## config.mk

```make
export PLATFORM = sky130hd
export DESIGN_NAME = fmap_writer
export DESIGN_NICKNAME = d
export VERILOG_FILES = /design/src/rtl/fmap_writer.sv
export SDC_FILE = /design/constraint.sdc
export NUM_CORES = 1
export LEC_CHECK = 0
export BUFFER_PORTS_ARGS = -buffer_cell sky130_fd_sc_hd__buf_2
export CAP_MARGIN = 20
export CELL_PAD_IN_SITES_DETAIL_PLACEMENT = 1
export CELL_PAD_IN_SITES_GLOBAL_PLACEMENT = 1
export CORE_ASPECT_RATIO = 1.75
export CORE_MARGIN = 3
export CORE_UTILIZATION = 50
export CTS_BUF_LIST = sky130_fd_sc_hd__clkbuf_4
export DETAILED_ROUTE_END_ITERATION = 16
export PLACE_DENSITY_LB_ADDON = 0.1
export SLEW_MARGIN = 20
export SYNTH_ARGS = -nofsm -noshare
export SYNTH_HDL_FRONTEND = slang
export SYNTH_SLANG_ARGS = --single-unit
```

## constraint.sdc

```tcl
create_clock -name clk -period 4.9 [get_ports clk]
set_input_delay 0.735 -clock clk [delete_from_list [all_inputs] [get_ports clk]]
set_output_delay 0.735 -clock clk [all_outputs]
set_load 0.02 [all_outputs]
```

## src/rtl/fmap_writer.sv

```systemverilog
// Feature-map write-back engine: crops a padded raster stream and writes the interior
// pixels at a fixed row pitch through a small FIFO. Optional ReLU via FMAP_WRITER_RELU_EN.
module fmap_writer #(
    parameter int DATA_W     = 8,
    parameter int ADDR_W     = 13,
    parameter int ROW_PITCH  = 64,
    parameter int FIFO_DEPTH = 4
) (
    input  logic              clk,
    input  logic              rst_n,
    input  logic              start,
    input  logic [6:0]        in_w,
    input  logic [6:0]        in_h,
    input  logic [3:0]        crop_x,
    input  logic [3:0]        crop_y,
    input  logic              in_valid,
    output logic              in_ready,
    input  logic [DATA_W-1:0] in_data,
    input  logic              mem_grant,
    output logic              mem_we,
    output logic [ADDR_W-1:0] mem_addr,
    output logic [DATA_W-1:0] mem_wdata,
    output logic              busy,
    output logic              done,
    output logic              cfg_err
);

    localparam int PTR_W = (FIFO_DEPTH > 1) ? $clog2(FIFO_DEPTH) : 1;

    typedef enum logic [1:0] {IDLE, RUN, DRAIN} state_t;

    state_t            state_reg, state_next;
    logic [6:0]        w_reg, h_reg, x_reg, y_reg;
    logic [3:0]        cx_reg, cy_reg;
    logic [PTR_W-1:0]  wr_ptr_reg, rd_ptr_reg;
    logic [PTR_W:0]    count_reg;
    logic              mem_we_reg, done_reg, cfg_err_reg;
    logic [ADDR_W-1:0] mem_addr_reg;
    logic [DATA_W-1:0] mem_wdata_reg;

    logic [ADDR_W-1:0] fifo_addr [FIFO_DEPTH];
    logic [DATA_W-1:0] fifo_data [FIFO_DEPTH];

    logic              cfg_ok, full, empty, accept, push, pop;
    logic              x_last, y_last, x_keep, y_keep;
    logic              latch_cfg, err_set, finish;
    logic [ADDR_W-1:0] push_addr;
    logic [DATA_W-1:0] push_data;

    assign cfg_ok = (in_w > {2'b00, crop_x, 1'b0}) && (in_h > {2'b00, crop_y, 1'b0});
    assign full   = (count_reg == (PTR_W+1)'(FIFO_DEPTH));
    assign empty  = (count_reg == '0);

    // Deliberately ignores a same-cycle pop: ready depends only on registered state.
    assign in_ready = (state_reg == RUN) && !full;
    assign accept   = in_valid && in_ready;
    assign pop      = !empty && mem_grant;

    assign x_last = (x_reg == w_reg - 7'd1);
    assign y_last = (y_reg == h_reg - 7'd1);
    assign x_keep = (x_reg >= {3'b000, cx_reg}) && (x_reg < w_reg - {3'b000, cx_reg});
    assign y_keep = (y_reg >= {3'b000, cy_reg}) && (y_reg < h_reg - {3'b000, cy_reg});
    assign push   = accept && x_keep && y_keep;

    assign push_addr = ADDR_W'(x_reg - {3'b000, cx_reg})
                     + ADDR_W'(y_reg - {3'b000, cy_reg}) * ADDR_W'(ROW_PITCH);

`ifdef FMAP_WRITER_RELU_EN
    assign push_data = in_data[DATA_W-1] ? '0 : in_data;
`else
    assign push_data = in_data;
`endif

    always_ff @(posedge clk or negedge rst_n) begin
        if (!rst_n) state_reg <= IDLE;
        else        state_reg <= state_next;
    end

    always_comb begin
        state_next = state_reg;
        latch_cfg  = 1'b0;
        err_set    = 1'b0;
        finish     = 1'b0;
        case (state_reg)
            IDLE: begin
                if (start) begin
                    if (cfg_ok) begin
                        state_next = RUN;
                        latch_cfg  = 1'b1;
                    end else begin
                        err_set = 1'b1;
                    end
                end
            end
            RUN: begin
                if (accept && x_last && y_last) state_next = DRAIN;
            end
            DRAIN: begin
                // An empty FIFO means the final pop (if any) is being written this cycle.
                if (empty) begin
                    state_next = IDLE;
                    finish     = 1'b1;
                end
            end
            default: state_next = IDLE;
        endcase
    end

    always_ff @(posedge clk) begin
        if (push) begin
            fifo_addr[wr_ptr_reg] <= push_addr;
            fifo_data[wr_ptr_reg] <= push_data;
        end
    end

    always_ff @(posedge clk or negedge rst_n) begin
        if (!rst_n) begin
            w_reg         <= '0;
            h_reg         <= '0;
            cx_reg        <= '0;
            cy_reg        <= '0;
            x_reg         <= '0;
            y_reg         <= '0;
            wr_ptr_reg    <= '0;
            rd_ptr_reg    <= '0;
            count_reg     <= '0;
            mem_we_reg    <= 1'b0;
            mem_addr_reg  <= '0;
            mem_wdata_reg <= '0;
            done_reg      <= 1'b0;
            cfg_err_reg   <= 1'b0;
        end else begin
            done_reg <= finish;
            if (latch_cfg) begin
                w_reg       <= in_w;
                h_reg       <= in_h;
                cx_reg      <= crop_x;
                cy_reg      <= crop_y;
                x_reg       <= '0;
                y_reg       <= '0;
                cfg_err_reg <= 1'b0;
            end else begin
                if (err_set) cfg_err_reg <= 1'b1;
                if (accept) begin
                    if (x_last) begin
                        x_reg <= '0;
                        y_reg <= y_reg + 7'd1;
                    end else begin
                        x_reg <= x_reg + 7'd1;
                    end
                end
            end

            if (push) wr_ptr_reg <= wr_ptr_reg + 1'b1;
            if (pop)  rd_ptr_reg <= rd_ptr_reg + 1'b1;
            case ({push, pop})
                2'b10:   count_reg <= count_reg + 1'b1;
                2'b01:   count_reg <= count_reg - 1'b1;
                default: count_reg <= count_reg;
            endcase

            mem_we_reg <= pop;
            if (pop) begin
                mem_addr_reg  <= fifo_addr[rd_ptr_reg];
                mem_wdata_reg <= fifo_data[rd_ptr_reg];
            end
        end
    end

    assign mem_we    = mem_we_reg;
    assign mem_addr  = mem_addr_reg;
    assign mem_wdata = mem_wdata_reg;
    assign busy      = (state_reg != IDLE);
    assign done      = done_reg;
    assign cfg_err   = cfg_err_reg;

endmodule

```

==> results of run 1 <==
cell families (layout without fill, tap and decap cells):
group	count (synthesis)	after routing
adders and majority gates	57	57
muxes	57	57
and+or+nand+nor	107	107
AOI/OAI and AO/OA	84	84
DFF	153	153
buffers and inverters	64	145
other	0	1
xor gates and xnor gates	50	50
metal layers:
| metal | vias to the layer above | global-route usage [%] | share of wire [%] |
|---|---|---|---|
| met5 | - | 0 | 0 |
| met4 | 0 | 7.390 | 2.2 |
| met3 | 24 | 3.427 | 3.3 |
| met2 | 94 | 40.41 | 58 |
| met1 | 2401 | 20.29 | 36 |
| li1 | 2243 | - | - |
area by class of cell:
class                           count  area, um^2  share of cell area (%)
Sequential cell                   153        4249                   49.81
Multi-Input combinational cell    355        3253                   38.13
Timing Repair Buffer               69       367.9                   4.312
Tap cell                          183       229.0                   2.684
Inverter                           45       168.9                   1.980
Clock inverter                     14       132.6                   1.555
Clock buffer                       17       127.6                   1.496
Antenna cell                        1       2.502                 0.02933
stage by stage:
step	utilization [%]	worst slack (ps)	cell area [um^2]
CTS	56.63	445.1	8528
detailed placement	54.90	522.7	8268
global placement	54.90	832.7	8268
global route	56.65	127.0	8531
floorplan	-	1034	7751
finish	56.65	473.7	8531
worst max-delay path, stage by stage, from the launching register on:
cell and delay (ps):
dfrtp_1 460, inv_1 100, ha_1 150, inv_1 60, fa_1 400, a21o_1 180
a21oi_1 240, nand2_1 100, xor2_1 150, ha_1 280, nor2b_1 140, a2111oi_0 350
o211ai_1 220, nor4_4 450, inv_1 90, ha_1 250, inv_1 90, fa_1 420
o21ai_0 200
worst min-delay path by stage:
stage              start      endpoint  slack (ps)  cells past startpoint
4_1_cts            rst_n      x_reg[2]         300                      1
3_5_place_dp   cx_reg[3]     cx_reg[3]         480                      2
6_report           rst_n  mem_wdata[3]         290                      1
2_1_floorplan      rst_n       cfg_err         440                      0
3_3_place_gp   cx_reg[2]     cx_reg[2]         470                      2
5_1_grt            rst_n  mem_wdata[3]         300                      1
power groups by stage:
stage	registers [uW]	clock network, uW	logic, uW
final	2420	722	3240
after global routing	2480	808	3630
after CTS	2430	752	3300
after detailed placement	2460	0	3280
after global placement	2420	0	3060
after floorplan	2420	0	2380
cell usage after synthesis, types with 9 or more instances:
master and instances:
nand2_1 21, edfxtp_1 84, ha_1 51, a21oi_1 21, o21ai_0 20, xnor2_1 29
clkbuf_1 11, mux2_2 36, inv_1 45, dfrtp_1 69, nand3_1 9, nor2_1 19
mux4_2 21, xor2_1 20, a21o_1 9
==> key figures, run 1 <==
Status
  • Status: complete, no violations

STA
  • Fin crit period: 4426 ps
  • Layout Skew: 29.41 ps
  • Final Max Tran Viols: 0
  • Final Setup Violations: 0
  • Final Hold Violating Endpoints: 0
  • Period utilization: 90.33%
  • Worst-margin pin slew: 1032 ps
  • Min Hold Slack: 288.4 ps
  • Setup TNS: 0 ps
  • Fmax: 225.9 MHz
  • RSZ-0062 raised after global routing: false
  • Max_slew headroom: 31.22%

Clocking
  • Cts hold-fix bufs: 0
  • Clk buf depth: 2
  • CTS tree: built
  • Root Driver: clkbuf_4
  • CTS H-tree lvls: 4
  • TritonCTS Buffers: 17
  • Clk Latency, worst-skew pair: 560 ps
  • # Post-CTS Setup Buffers: 0
  • Worst-path clk slew: 160 ps
  • Post_cts resized: 0
  • Clock tree sinks: 153

Worst hold path
  • Hold Crit Class: input port to async pin

Synthesis
  • Mux contribution to synthesized area: 11.33%
  • Synth warnings: 0
  • Cells after Synth: 572
  • Avg Synthesized Cell Area: 13.55 um^2
  • Main combinational cell family by area after synthesis: multiplexers
  • Most area-consuming cells after synthesis: edfxtp_1 33%, dfrtp_1 22%, ha_1 8.2%
  • Sequential fraction of the synthesis area: 54.82%
  • Top-area cell type share of the netlist area: 32.54%
  • Yosys cell types: 55
  • Synth area leader: edfxtp_1
  • Compound-gate portion of the synthesized area: 7.232%
  • XOR/XNOR share of the synthesized area: 5.827%
  • Ys flop type: edfxtp_1
  • Simple-gate area share of the yosys netlist: 7.797%
  • Seq cells post-synth: 153
  • Mapped Nets: 664
  • Netlist Area Pre-Place: 0.007751 mm^2
  • Count of flip-flops with a built-in enable after synthesis: 84
  • Post-synth ARST share: 45.10%
  • Post-synthesis adder-cell area fraction: 9.782%

Power and ir drop
  • Sw Share: 40.81%
  • Worst vdd ir: 0.3116 mV
  • Leak: 0.003562 uW
  • Power share of the clock group: 11.3%
  • PD cells: 748.3 mW/mm^2
  • Sequential share of power: 37.9%
  • Overall power: 6384 uW
  • Sw power: 2605 uW
  • Pint: 3778 uW
  • Combinational share of power: 50.8%

Floorplan
  • Core Area: 0.01506 mm^2
  • I/O pin count: 61
  • Die area: 0.01709 mm^2
  • FP Rows: 59
  • Die H: 170.7 um
  • Die width: 100.1 um
  • Initial Utilization: 51.47%

Finish
  • Final net count: 733
  • Layout cell share with drive strength beyond 1: 25.11%
  • Most frequent cells in the layout: 84 x edfxtp_1, 69 x dfrtp_1, 60 x buf_2
  • Commonest non-fill, non-tap cell in the layout: edfxtp_1
  • Fill cells: 1545
  • Number of flip-flops in the largest register: 52
  • Synth-to-layout area growth: 10.06%
  • Fin cells: 837

Worst setup path
  • Critical path fanouts, max: 7
  • End of the worst register-to-register path: count_reg[1]
  • R2R Setup Slk: 470 ps
  • Critical Path RT: 5360 ps
  • Worst reg-to-reg path cell count: 18
  • Critical path launch point: h_reg[0]
  • Critical path endpoint: count_reg[1]
  • Type of destination of the critical path: flip-flop
  • CP startpoint kind: flip-flop
  • R2r startpoint: h_reg[0]
  • WP data arrival: 4890 ps
  • Kind of critical path: flip-flop to flip-flop

Route
  • Residual DRC: 0
  • Drt total wl: 16290 um
  • Via-per-instance ratio: 5.689
  • Drt initial violations: 116
  • ANT nets after route: 0
  • DRT Pass-1 Iters: 5
  • Vias: 4762
  • Wire per inst: 19.47 um

GRT
  • Initial antenna violation count: 1
  • Largest net degree at the start of global routing: 41
  • Vias in the first global route: 5336
  • Total Routing Usage GR: 20.24%
  • Grt total ovfl: 0
  • First-pass GRT wire length: 26390 um

Placement
  • Dpl hpwl: 12230 um
  • Placed cell count: 805
  • Routability Congestion: 0.8022
  • I/O Buffers: 60

Job
  • Max Cap Violations: 0
(Power assumes the default switching activity.)
==> run 2: changes to the inputs <==
--- a/config.mk
+++ b/config.mk
@@ -7,11 +7,11 @@
 export LEC_CHECK = 0
 export BUFFER_PORTS_ARGS = -buffer_cell sky130_fd_sc_hd__buf_2
 export CAP_MARGIN = 20
-export CELL_PAD_IN_SITES_DETAIL_PLACEMENT = 1
+export CELL_PAD_IN_SITES_DETAIL_PLACEMENT = 0
 export CELL_PAD_IN_SITES_GLOBAL_PLACEMENT = 1
 export CORE_ASPECT_RATIO = 1.75
 export CORE_MARGIN = 3
-export CORE_UTILIZATION = 50
+export CORE_UTILIZATION = 52
 export CTS_BUF_LIST = sky130_fd_sc_hd__clkbuf_4
 export DETAILED_ROUTE_END_ITERATION = 16
 export PLACE_DENSITY_LB_ADDON = 0.1
==> run 2 against run 1 <==
Compared with the run above:
- register-to-register slack better by 160 ps
- first-iteration DRC count is 66% higher
- utilization rose by 2.1 points
- design area about the same
- cell count down 0.36%
- non-clock buffer count did not move
- setup slack improved by 160 ps
- largest cell class unchanged
==> key figures, run 2 (synthesized netlist as in run 1, its figures left out) <==
STA
  • Setup TNS: 0 ps
  • Final Setup Violations: 0
  • Layout Skew: 37.26 ps
  • Worst-margin pin slew: 984.7 ps
  • Fmax: 234.3 MHz
  • Fin crit period: 4267 ps
  • RSZ-0062 raised after global routing: false
  • PnR worst setup slack: 632.6 ps
  • Max_slew headroom: 34.35%
  • Final Hold Violating Endpoints: 0
  • Period utilization: 87.09%
  • Final Max Tran Viols: 0

Worst setup path
  • Cell mode on critical path: inv_1
  • Critical Path RT: 5330 ps
  • Slowest stage delay, CP: 450 ps
  • R2r startpoint: w_reg[0]
  • Delay-heaviest family, CP: adder cells
  • CP startpoint kind: flip-flop
  • Crit path buf inv count: 4
  • CP max stage cell: a2111oi_0
  • CP cell instances: inv_1 -> ha_1 -> inv_1 -> fa_1 -> a21o_1 -> a21oi_1 -> nand2_1 -> xor2_1 -> ha_1 -> a2111oi_0 -> o211ai_1 -> nor4_4 -> inv_1 -> ha_1 -> inv_1 -> fa_1 -> xor2_1 -> nor2_1 -> xor2_1
  • Critical path fanouts, max: 7
  • Kind of critical path: flip-flop to flip-flop
  • R2R Setup Slk: 630 ps
  • Type of destination of the critical path: flip-flop
  • WP data arrival: 4700 ps
  • Worst reg-to-reg path cell count: 19
  • End of the worst register-to-register path: count_reg[2]

Placement
  • I/O Buffers: 60
  • Dpl hpwl: 11060 um
  • Pre-CTS setup slack: 648.4 ps
  • Placed cell count: 802
  • Routability Congestion: 0.8383

Clocking
  • Worst-path clk slew: 160 ps
  • Clock tree sinks: 153
  • Clk Latency, worst-skew pair: 560 ps
  • Clk buf depth: 2
  • Post_cts resized: 0
  • CTS H-tree lvls: 4
  • # Post-CTS Setup Buffers: 0
  • Root Driver: clkbuf_4
  • CTS tree: built
  • Cts hold-fix bufs: 0
  • TritonCTS Buffers: 17

Finish
  • Commonest non-fill, non-tap cell in the layout: edfxtp_1
  • Most frequent cells in the layout: 84 x edfxtp_1, 69 x dfrtp_1, 60 x buf_2
  • Layout cell share with drive strength beyond 1: 25.11%
  • Synth-to-layout area growth: 9.960%
  • Number of flip-flops in the largest register: 52
  • Final net count: 733
  • Fin cells: 834

Power and ir drop
  • Leak: 0.003565 uW
  • PD cells: 731.1 mW/mm^2
  • Worst vdd ir: 0.2968 mV
  • Overall power: 6231 uW

Job
  • Max Cap Violations: 0

GRT
  • Largest net degree at the start of global routing: 42
  • Grt total ovfl: 0
  • Initial antenna violation count: 1
  • First-pass GRT wire length: 24340 um
  • Total Routing Usage GR: 18.79%
  • Vias in the first global route: 5016

Floorplan
  • Die H: 167.5 um
  • Die width: 98.29 um
  • Initial Utilization: 53.41%
  • Die area: 0.01646 mm^2
  • FP Rows: 58
  • I/O pin count: 61
  • Core Area: 0.01451 mm^2

Route
  • ANT nets after route: 0
  • M1 WL: 5430 um
  • WL met2: 8394 um
  • Vias: 4676
  • Wire per inst: 17.34 um
  • Drt total wl: 14460 um
  • DR top layer: met4
  • Met3 wire len: 434 um
  • Drt initial violations: 192
  • Residual DRC: 0
  • DRT Pass-1 Iters: 4
  • Via-per-instance ratio: 5.607

Status
  • Status: complete, no violations

Worst hold path
  • Hold Crit Class: input port to async pin
run 2: cell types whose count changed in the layout (fill, tap and decap cells not counted):
cell,delta
clkinv_4,+2
clkinv_8,-1
clkinvlp_4,-1
inv_6,-1
inv_8,+1
run 2: routing by layer:
layer	vias up	global-route usage [%]
li1	2249	-
met1	2327	20.31
met2	81	36.75
met3	19	3.085
met4	0	5.351
met5	-	0
run 2: where the power goes:
group	internal (uW)	switching [uW]	total, uW	leakage, uW
combinational	1450	1670	3120	0.00182
clock	219	489	708	0.000133
sequential	2090	319	2400	0.00161
run 2: how the worst max path moves through the flow:
stage	startpoint	endpoint	slack [ps]	cells past startpoint
floorplan	h_reg[0]	fifo_addr[0][0]	1030	14
global placement	h_reg[0]	fifo_addr[1][12]	760	15
detailed placement	h_reg[0]	count_reg[2]	650	20
CTS	w_reg[0]	count_reg[2]	600	19
global route	h_reg[0]	count_reg[2]	220	20
finish	w_reg[0]	count_reg[2]	630	19
run 2: final cells by class:
class	instances	area [um^2]
Fill cell	1232	5991
Sequential cell	153	4249
Multi-Input combinational cell	355	3253
Timing Repair Buffer	69	367.9
Tap cell	180	225.2
Inverter	45	168.9
Clock inverter	14	128.9
Clock buffer	17	127.6
Antenna cell	1	2.502
run 2: worst reg2reg max path, cell delays in order, from the launching register on:
cell	delay, ps
dfrtp_1	440
inv_1	100
ha_1	140
inv_1	60
fa_1	400
a21o_1	180
a21oi_1	220
nand2_1	100
xor2_1	150
ha_1	290
a2111oi_0	450
o211ai_1	220
nor4_4	450
inv_1	90
ha_1	240
inv_1	80
fa_1	180
xor2_1	170
nor2_1	70
xor2_1	140
run 2: metrics by stage:
step | hold WS [ps] | instance area [um^2] | util [%]
floorplan | 439.4 | 7751 | -
global placement | 465.1 | 8264 | 56.94
detailed placement | 472.9 | 8264 | 56.94
CTS | 300.8 | 8521 | 58.71
global route | 341.9 | 8523 | 58.72
finish | 293.3 | 8523 | 58.72
==> run 3: changes to the inputs <==
--- a/config.mk
+++ b/config.mk
@@ -11,10 +11,10 @@
 export CELL_PAD_IN_SITES_GLOBAL_PLACEMENT = 1
 export CORE_ASPECT_RATIO = 1.75
 export CORE_MARGIN = 3
-export CORE_UTILIZATION = 52
-export CTS_BUF_LIST = sky130_fd_sc_hd__clkbuf_4
+export CORE_UTILIZATION = 50
 export DETAILED_ROUTE_END_ITERATION = 16
 export PLACE_DENSITY_LB_ADDON = 0.1
+export RECOVER_POWER = 100
 export SLEW_MARGIN = 20
 export SYNTH_ARGS = -nofsm -noshare
 export SYNTH_HDL_FRONTEND = slang
==> run 3 against run 2 <==
Compared with the run above:
- the flow now finishes with violations (capacitance limit, slew limit)
- highest routed layer unchanged
- cell count is 0.36% higher
- via count is 0.28% lower
- design area is 2.8% higher
- sequential share of layout area shrank 1.3 points
- combinational power about the same
- critical path depth decreased by 4
- setup slack better by 5.9 ps
- clock-buffer cell count rose by 1
- register-to-register slack barely moved
- non-clock buffer count is the same
==> key figures, run 3 (synthesized netlist as in run 1, its figures left out) <==
Worst setup path
  • Kind of critical path: flip-flop to flip-flop
  • Worst reg-to-reg path cell count: 15
  • End of the worst register-to-register path: fifo_addr[1][4]
  • Type of destination of the critical path: flip-flop
  • R2R Setup Slk: 640 ps
  • WP data arrival: 4300 ps
  • Critical Path RT: 4940 ps
  • Critical path fanouts, max: 21
  • R2r startpoint: h_reg[0]
  • CP startpoint kind: flip-flop

Clocking
  • CTS H-tree lvls: 4
  • Clk buf depth: 2
  • Clk Latency, worst-skew pair: 410 ps
  • Root Driver: clkbuf_16
  • # Post-CTS Setup Buffers: 0
  • Cts hold-fix bufs: 0
  • Post_cts resized: 0
  • TritonCTS Buffers: 17
  • Worst-path clk slew: 70 ps
  • Clock tree sinks: 153
  • CTS tree: built

Route
  • ANT nets after route: 0
  • DRT Pass-1 Iters: 4
  • Drt initial violations: 111
  • Vias: 4663
  • Drt total wl: 14970 um
  • Wire per inst: 17.88 um
  • Via-per-instance ratio: 5.571
  • Residual DRC: 0

STA
  • Period utilization: 86.97%
  • Layout Skew: 16.66 ps
  • RSZ-0062 raised after global routing: false
  • Final Hold Violating Endpoints: 0
  • Fin crit period: 4262 ps
  • Min Hold Slack: 482.6 ps
  • Fmax: 234.7 MHz
  • Final Setup Violations: 0
  • Final Max Tran Viols: 113
  • Worst-margin pin slew: 2160 ps
  • Max_slew headroom: -44.00%
  • Setup TNS: 0 ps

GRT
  • Total Routing Usage GR: 18.97%
  • Grt total ovfl: 0
  • Largest net degree at the start of global routing: 41
  • First-pass GRT wire length: 25010 um
  • Initial antenna violation count: 0
  • Vias in the first global route: 5037

Floorplan
  • I/O pin count: 61
  • Die width: 100.1 um
  • Core Area: 0.01506 mm^2
  • Initial Utilization: 51.47%
  • Die H: 170.7 um
  • FP Rows: 59
  • Die area: 0.01709 mm^2

Placement
  • Dpl hpwl: 10960 um
  • Routability Congestion: 0.8022
  • I/O Buffers: 60
  • Placed cell count: 805
  • Post-DP Area: 0.008268 mm^2

Finish
  • Final Core Density: 58.17%
  • Number of flip-flops in the largest register: 52
  • # diodes: 0
  • Final instance area: 0.008760 mm^2
  • Synth-to-layout area growth: 13.01%
  • Fin cells: 837
  • Commonest non-fill, non-tap cell in the layout: edfxtp_1
  • Most frequent cells in the layout: 84 x edfxtp_1, 69 x dfrtp_1, 51 x ha_1
  • Final net count: 733
  • Layout cell share with drive strength beyond 1: 18.81%

Status
  • Status: finished, violations left
  • Failing checks: capacitance limit, slew limit

Worst hold path
  • Beginning of the worst hold path: cx_reg[3]
  • Hold Path Depth: 2
  • Hold Crit Class: flip-flop to flip-flop
  • Worst Hold Path EP: cx_reg[3]

Power and ir drop
  • Leak: 0.003592 uW
  • Worst vdd ir: 0.4062 mV
  • PD cells: 777.5 mW/mm^2

Job
  • Max Cap Violations: 3
run 3: worst max-delay path by stage:
stage | from | endpoint | slack (ps) | depth (start not counted)
2_1_floorplan | h_reg[0] | fifo_addr[0][0] | 1030 | 14
3_3_place_gp | h_reg[0] | count_reg[2] | 830 | 20
3_5_place_dp | h_reg[0] | count_reg[1] | 710 | 18
4_1_cts | h_reg[0] | count_reg[1] | 670 | 18
5_1_grt | h_reg[0] | count_reg[1] | 310 | 18
6_report | h_reg[0] | fifo_addr[1][4] | 640 | 15
run 3: critical path: stages, from the launching register on:
cell	delay, ps
dfrtp_1	430
inv_1	100
ha_1	140
inv_1	60
fa_1	410
a21o_1	180
a21oi_1	230
nand2_1	100
xor2_1	150
ha_1	280
nor2b_1	140
a2111oi_0	300
o211ai_1	210
nor4_4	440
and2_0	190
clkbuf_2	510
run 3: metal layers:
metal | track usage, % | vias to the layer above | wire length (um) | share of wire, %
li1 | - | 2251 | - | -
met1 | 20.87 | 2316 | 5756 | 38
met2 | 36.48 | 78 | 8612 | 58
met3 | 3.672 | 18 | 368 | 2.5
met4 | 5.103 | 0 | 227 | 1.5
met5 | 0 | - | 0 | 0
run 3: layout make-up:
type                       count  area (um^2)
fill                        1261         6300
timing repair buffer          69        299.0
clock inverter                14        151.4
clock buffer                  18        429.2
sequential                   153         4249
inverter                      45        168.9
multi-input combinational    355         3233
tap                          183        229.0
run 3: report_power, final:
group / internal, uW / total [uW] / switching, uW
clock network: 723 / 1270 / 552
registers: 2090 / 2420 / 330
logic: 1420 / 3110 / 1690
run 3: stage by stage:
step	total power (uW)	worst slack [ps]
3_3_place_gp	5486	832.7
6_report	6810	638.5
4_1_cts	6960	668.5
5_1_grt	7364	314.6
3_5_place_dp	5660	707.2
2_1_floorplan	4804	1034
